File: src/rtl/pc_fetch_unit_if.sv
// Fetch-unit bus bundle: program-memory request/response, jump control, issue outputs.
// Latency: wires only, no storage.
// Backpressure: stall from the consumer holds the issued instruction; pm_ack completes a fetch.
interface pc_fetch_unit_if;
    logic [15:0] jmp_loc;
    logic        pc_mux_sel;
    logic        stall;
    logic        pm_ack;
    logic [31:0] pm_data;
    logic        pm_req;
    logic [15:0] pm_addr;
    logic        ins_valid;
    logic [31:0] ins;
    logic [5:0]  op;
    logic [15:0] jmp_address_pm;
    logic [15:0] current_address;
    logic        fetch_err;

    // Fetch unit side
    modport slave (
        input  jmp_loc, pc_mux_sel, stall, pm_ack, pm_data,
        output pm_req, pm_addr, ins_valid, ins, op, jmp_address_pm, current_address, fetch_err
    );

    // Environment side (program memory, jump control, downstream consumer)
    modport master (
        output jmp_loc, pc_mux_sel, stall, pm_ack, pm_data,
        input  pm_req, pm_addr, ins_valid, ins, op, jmp_address_pm, current_address, fetch_err
    );
endinterface

File: src/rtl/pc_fetch_unit.sv
// PC fetch unit: requests an instruction at PC, latches it on pm_ack, issues it, then advances PC.
// Latency: ins_valid rises the cycle after pm_ack; best case one instruction every 2 cycles.
// Backpressure: stall holds the issued instruction and PC; a fetch waiting too long sets sticky fetch_err.
module pc_fetch_unit #(
    parameter logic [15:0] RESET_PC   = 16'h0000,
    parameter int          WAIT_LIMIT = 15
) (
    input logic            clk,
    input logic            reset,
    pc_fetch_unit_if.slave bus
);

    typedef enum logic {
        FETCH = 1'b0,
        ISSUE = 1'b1
    } state_t;

    // Counter value at which the next ack-less cycle is the WAIT_LIMIT-th one.
    localparam logic [3:0] WAIT_LAST = 4'(WAIT_LIMIT - 1);

    state_t      state_q, state_d;
    logic [15:0] pc_q, pc_d;
    logic [31:0] ins_q, ins_d;
    logic [15:0] cur_q, cur_d;
    logic [3:0]  wait_q, wait_d;
    logic        err_q, err_d;

    // State register; reset wins over every other input in the same cycle.
    always_ff @(posedge clk) begin
        if (reset) begin
            state_q <= FETCH;
            pc_q    <= RESET_PC;
            ins_q   <= 32'h0000_0000;
            cur_q   <= 16'h0000;
            wait_q  <= 4'd0;
            err_q   <= 1'b0;
        end else begin
            state_q <= state_d;
            pc_q    <= pc_d;
            ins_q   <= ins_d;
            cur_q   <= cur_d;
            wait_q  <= wait_d;
            err_q   <= err_d;
        end
    end

    // Next-state logic: latch on ack in FETCH, advance PC when ISSUE is released.
    always_comb begin
        state_d = state_q;
        pc_d    = pc_q;
        ins_d   = ins_q;
        cur_d   = cur_q;
        wait_d  = wait_q;
        err_d   = err_q;
        case (state_q)
            FETCH: begin
                if (bus.pm_ack) begin
                    ins_d   = bus.pm_data;
                    cur_d   = pc_q;
                    wait_d  = 4'd0;
                    state_d = ISSUE;
                end else if (wait_q == WAIT_LAST) begin
                    // Give up on this attempt, flag it, and keep requesting the same PC.
                    err_d  = 1'b1;
                    wait_d = 4'd0;
                end else begin
                    wait_d = wait_q + 4'd1;
                end
            end
            ISSUE: begin
                // Jump inputs only matter on the cycle the instruction is accepted.
                if (!bus.stall) begin
                    pc_d    = bus.pc_mux_sel ? bus.jmp_loc : pc_q + 16'd1;
                    state_d = FETCH;
                end
            end
            default: state_d = FETCH;
        endcase
    end

    assign bus.pm_req          = (state_q == FETCH);
    assign bus.pm_addr         = pc_q;
    assign bus.ins_valid       = (state_q == ISSUE);
    assign bus.ins             = ins_q;
    assign bus.op              = ins_q[31:26];
    assign bus.jmp_address_pm  = ins_q[15:0];
    assign bus.current_address = cur_q;
    assign bus.fetch_err       = err_q;

endmodule

File: src/flat_wrapper.sv
// flat-port wrapper written by rule: the top's interface ports become plain ports
module pc_fetch_unit_flat 
#(
    parameter logic [15:0] RESET_PC   = 16'h0000,
    parameter int          WAIT_LIMIT = 15
)
  (clk, reset, bus_jmp_loc, bus_pc_mux_sel, bus_stall, bus_pm_ack, bus_pm_data, bus_pm_req, bus_pm_addr, bus_ins_valid, bus_ins, bus_op, bus_jmp_address_pm, bus_current_address, bus_fetch_err);
  pc_fetch_unit_if bus_i ();
  input logic clk;
  input logic reset;
  input wire logic [$bits(bus_i.jmp_loc)-1:0] bus_jmp_loc;
  input wire logic [$bits(bus_i.pc_mux_sel)-1:0] bus_pc_mux_sel;
  input wire logic [$bits(bus_i.stall)-1:0] bus_stall;
  input wire logic [$bits(bus_i.pm_ack)-1:0] bus_pm_ack;
  input wire logic [$bits(bus_i.pm_data)-1:0] bus_pm_data;
  output wire logic [$bits(bus_i.pm_req)-1:0] bus_pm_req;
  output wire logic [$bits(bus_i.pm_addr)-1:0] bus_pm_addr;
  output wire logic [$bits(bus_i.ins_valid)-1:0] bus_ins_valid;
  output wire logic [$bits(bus_i.ins)-1:0] bus_ins;
  output wire logic [$bits(bus_i.op)-1:0] bus_op;
  output wire logic [$bits(bus_i.jmp_address_pm)-1:0] bus_jmp_address_pm;
  output wire logic [$bits(bus_i.current_address)-1:0] bus_current_address;
  output wire logic [$bits(bus_i.fetch_err)-1:0] bus_fetch_err;
  assign bus_i.jmp_loc = bus_jmp_loc;
  assign bus_i.pc_mux_sel = bus_pc_mux_sel;
  assign bus_i.stall = bus_stall;
  assign bus_i.pm_ack = bus_pm_ack;
  assign bus_i.pm_data = bus_pm_data;
  assign bus_pm_req = bus_i.pm_req;
  assign bus_pm_addr = bus_i.pm_addr;
  assign bus_ins_valid = bus_i.ins_valid;
  assign bus_ins = bus_i.ins;
  assign bus_op = bus_i.op;
  assign bus_jmp_address_pm = bus_i.jmp_address_pm;
  assign bus_current_address = bus_i.current_address;
  assign bus_fetch_err = bus_i.fetch_err;
  pc_fetch_unit #(.RESET_PC(RESET_PC), .WAIT_LIMIT(WAIT_LIMIT)) u_core (.clk(clk), .reset(reset), .bus(bus_i));
endmodule
File: config.mk
export PLATFORM = sky130hd
export DESIGN_NAME = pc_fetch_unit_flat
export DESIGN_NICKNAME = d
export VERILOG_FILES = /design/src/rtl/pc_fetch_unit_if.sv /design/src/rtl/pc_fetch_unit.sv /design/src/flat_wrapper.sv
export SDC_FILE = /design/constraint.sdc
export NUM_CORES = 1
export LEC_CHECK = 0
export CORE_ASPECT_RATIO = 0.6
export CORE_MARGIN = 3
export CORE_UTILIZATION = 35
export CTS_CLUSTER_DIAMETER = 120
export DETAILED_ROUTE_END_ITERATION = 10
export HOLD_SLACK_MARGIN = 0.15
export PLACE_DENSITY = 0.7
export SLEW_MARGIN = 5
export SYNTH_ARGS = -nofsm -noshare
export SYNTH_HDL_FRONTEND = slang
export SYNTH_SLANG_ARGS = --single-unit
File: constraint.sdc
create_clock -name clk -period 5.1 [get_ports clk]
set_input_delay 1.02 -clock clk [delete_from_list [all_inputs] [get_ports clk]]
set_output_delay 1.02 -clock clk [all_outputs]
set_load 0.02 [all_outputs]
[Word level (Yosys, flattened, before mapping)]
Index checks and enable logic that the tools add are counted.
Word-level totals
  output and inout port bits: 89
  bits of input ports: 53
  word-level logic and storage cells: 21
  bits in registers: 70
Cells by class
  multiplexer cells: 6
  reductions and logical operators: 3
  eq/ne operators: 1
  bitwise gates (word level): 3
  add/sub/neg operators: 2
Operators by type and width (count)
  $add A16 B1 Y16 const B: 1
  $mux W16: 1
  $mux W4: 2
  $add A4 B1 Y4 const B: 1
  $eq A4 B4 Y1 const B: 1
  $reduce_and A2 Y1: 2
  $not A1 Y1: 3
  $reduce_and A3 Y1: 1
  $mux W1: 2
  $pmux W1 S2: 1

[Depth between registers and ports, before layout]
  word-level depth: 3
  depth in mapped cells: 7
  depth with buffers taken out: 5

[Worst setup path after synthesis]
No wires, ideal clock.
  path type: input-to-reg
  start: input bus_pc_mux_sel
  end: register u_core.pc_q[6], in the netlist u_core.bus.pm_addr[6]
  data arrival time: 2.102 ns
  stages: 6
  setup time: 0.074 ns
  required time: 5.026 ns
  path buffers: 2
  path slack: 2.924 ns
  cell sequence: clkbuf_1 or4b_1 clkbuf_1 a31oi_1 o21ai_0 o21ai_0
On the way
  longest elaborated chain between the ends: 1
Ends and longest elaborated chain
  start, declared: line flat_wrapper.sv:12  | input wire logic [$bits(bus_i.pc_mux_sel)-1:0] bus_pc_mux_sel;
  $mux W16: line pc_fetch_unit.sv:73  | pc_d = bus.pc_mux_sel ? bus.jmp_loc : pc_q + 16'd1;
  end signal, assigned: line pc_fetch_unit.sv:39  | pc_q <= pc_d;
  end, declared: line pc_fetch_unit.sv:22  | logic [15:0] pc_q, pc_d;
Every way passes these cells.
A chain may end at the register's enable or synchronous reset.

[Worst setup path in the final report]
  start: register u_core.state_q, in the netlist u_core.bus.ins_valid
  end: output bus_pm_req
On the way
  longest elaborated chain between the ends: 1
Ends and longest elaborated chain
  start, declared: line pc_fetch_unit.sv:21  | state_t state_q, state_d;
  start signal, assigned: line pc_fetch_unit.sv:38  | state_q <= state_d;
  $not A1 Y1: line pc_fetch_unit.sv:81  | assign bus.pm_req = (state_q == FETCH);
  end, declared: line flat_wrapper.sv:16  | output wire logic [$bits(bus_i.pm_req)-1:0] bus_pm_req;
Every way passes these cells.

==> run_results.csv <==
group,metric,value,unit
power,p_total,1390,uW
layout,syn_to_final_growth,52.1,%
routing,vias_per_cell,5.07,
clock_tree,clk_latency,0.33,ns
setup_path,cp_data_arrival_time,1.72,ns
placement,dp_hpwl,6.39,mm
yosys,netlist_top_cells_count,"nand2_1 (106), dfxtp_1 (70), a21oi_1 (58)",
sta,worstMarginPinSlew,1.09,ns
setup_path,crit_type,"flip-flop to output port",
sta,drv_slew,0,
die,die-width,126,um
yosys,yosysUniqueCellTypes,40,
sta,max-slew-margin-rel,0.269,
die,core,0.00813,sq mm
layout,fillCellCount,729,
clock_tree,cts_setup_buffers,0,
yosys,synth-xor-area-share,0,
yosys,ys.flop_type,"dfxtp_1",
sta,fin_skew,0.00430,ns
yosys,synth-seq-cells,70,
run_status,status,"finished clean",
die,row_count,25,
clock_tree,cts_tree,"built",
power,p_leak,0.00164,uW
clock_tree,cts-buffers-inserted,9,
clock_tree,cts-resized-gates,0,
clock_tree,clockBufferDepth,2,
layout,layout.nets,549,
yosys,syn-num-nets,441,
yosys,yosysTopAreaCell,"dfxtp_1",
die,dieHeight,78.1,um
sta,layout_min_cycle_time,2.74,ns
yosys,synth_enable_flop_cells,0,
routing,drt_iter0_markers,216,
layout,drive_gt1_frac,0.0444,
sta,fmax,364,MHz
sta,hold_viol,0,
die,die-area,0.00985,sq mm
yosys,netlist_instances,385,
routing,dr.pass1.iters,4,
yosys,synthArstFlopShare,0,
clock_tree,clk_pin_slew,0.05,ns
yosys,synth-seq-area-share,0.462,
grt,grt_max_degree,49,
placement,preCtsSetupSlack,2.18,ns
die,pin_count,142,
placement,place.port_buffers,141,
sta,rsz0062_at_grt,"no",
setup_path,end_kind,"output port",
grt,grt_pass1_vias,2811,
hold_path,hold_depth,2,
clock_tree,root_buffer,"clkbuf_16",
job,drv_cap,0,
yosys,synthMuxAreaShare,0.00660,
yosys,netlist_area,0.00303,sq mm
yosys,synth_most_common_cell,"nand2_1",
yosys,netlist.area_leader.share,0.462,
power,powerDensity,301,mW/mm^2
yosys,synth_adder_area_share,0.0124,
sta,worst_slack,2.36,ns
setup_path,r2r_cells,5,
setup_path,worstPathMaxFanout,12,
yosys,synth.avg_cell_area,7.88,sq um
yosys,yosys_warnings,0,
yosys,synth_top_family_by_area,"simple AND/OR/NAND/NOR gates",
yosys,synth-compound-area-share,0.190,
grt,grt_pass1_wl,14.6,mm
sta,min_period_over_period,0.538,
routing,drt-total-wl,9.04,mm
routing,drt-wirelength-per-cell,15.0,um
setup_path,required,4.08,ns
yosys,yosys-top-cells-area,"dfxtp_1 (46%), nand2_1 (13%), a21oi_1 (9.6%)",
routing,num_vias,3063,
layout,n_antenna_cell,0,
placement,place.gp.congestion,0.798,
sta,fin_setup_tns,0,ns
die,start_util,0.373,
setup_path,r2r_slack,3.15,ns
hold_path,hold_path.class,"flip-flop to flip-flop",
clock_tree,h-tree-depth,3,
setup_path,start_kind,"flip-flop",
clock_tree,cts_hold_buf,0,
grt,globalRouteOverflowTotal,0,
clock_tree,cts.sinks,70,
routing,drc,0,
sta,setup_viol,0,
grt,antenna_found_initial,0,
yosys,synthSimpleGateAreaFrac,0.236,
routing,ant_nets,0,
power,ir_worst_vdd,177,uV
grt,grt_use_total,0.182,
==> logic make-up (layout without fill, tap and decap cells) <==
logic type	Yosys count	in the layout
and+or+nand+nor	160	160
AOI/OAI and AO/OA	99	99
DFF	70	70
buffers and inverters	51	162
adders and majority gates	3	3
muxes	2	2
==> final timing paths <==
| check | start | end |
|---|---|---|
| hold reg to reg | u_core.bus.ins[25] | u_core.bus.ins[25] |
| hold / removal | u_core.bus.ins[25] | u_core.bus.ins[25] |
| setup reg to reg | u_core.bus.pm_addr[0] | u_core.bus.pm_addr[10] |
| setup / recovery | u_core.bus.ins_valid | bus_pm_req |
==> registers in the layout, indices dropped and copies added (netlist names) <==
register	count
u_core.wait_q	4
u_core.bus.fetch_err	1
u_core.bus.pm_addr	16
u_core.bus.ins	32
u_core.bus.current_address	16
u_core.bus.ins_valid	1
==> power breakdown <==
group          leakage (uW)  switching, uW  internal, uW  total [uW]
Combinational      0.000928            111           108         219
Sequential         0.000570           21.9           570         592
Clock              0.000138            216           363         578
Total               0.00164            349          1040        1390
==> through the flow <==
step / hold WS, ns / cells / util / instance area [sq um]
after floorplan: 0.470 / 385 / - / 3030
after global placement: 0.441 / 590 / 0.533 / 4340
after detailed placement: 0.447 / 590 / 0.533 / 4340
after CTS: 0.455 / 604 / 0.567 / 4610
after global routing: 0.474 / 604 / 0.567 / 4610
final: 0.454 / 604 / 0.567 / 4610
==> area by class of cell <==
class | count | area (sq um) | area share
Clock buffer | 13 | 270 | 0.0586
Clock inverter | 1 | 5.00 | 0.00108
Inverter | 5 | 18.8 | 0.00407
Multi-Input combinational cell | 264 | 1360 | 0.295
Sequential cell | 70 | 1400 | 0.304
Tap cell | 108 | 135 | 0.0293
Timing Repair Buffer | 143 | 1420 | 0.308
==> layer usage <==
layer,global-route usage,wire length (um),vias up
li1,-,-,1515
met1,0.251,4280,1436
met2,0.271,3960,105
met3,0.0714,718,7
met4,0.0375,73,0
met5,0,0,-
==> worst max-delay path: stages (launching register included) <==
cell and delay (ns):
dfxtp_1 0.61, inv_1 0.19, clkdlybuf4s50_1 0.59
==> placed cells by master (no fill, tap or decap), types with 2 or more instances in the layout <==
master,Yosys,routed
clkdlybuf4s50_1,0,140
nand2_1,106,105
dfxtp_1,70,70
a21oi_1,58,58
o21ai_0,16,16
nor2_1,15,15
clkbuf_16,0,9
a22oi_1,8,8
nor3_1,7,7
nand3_1,6,6
inv_1,5,5
nor4_1,5,5
o2bb2ai_1,5,5
nand2b_1,3,3
a311oi_1,3,3
ha_1,3,3
clkbuf_8,0,3
nand4_1,2,2
and3_1,2,2
and4_1,2,2
a32oi_1,2,2
mux2i_1,2,2
nand3b_1,2,2
buf_4,22,2
Note: power is estimated with default switching activity, not from simulation.
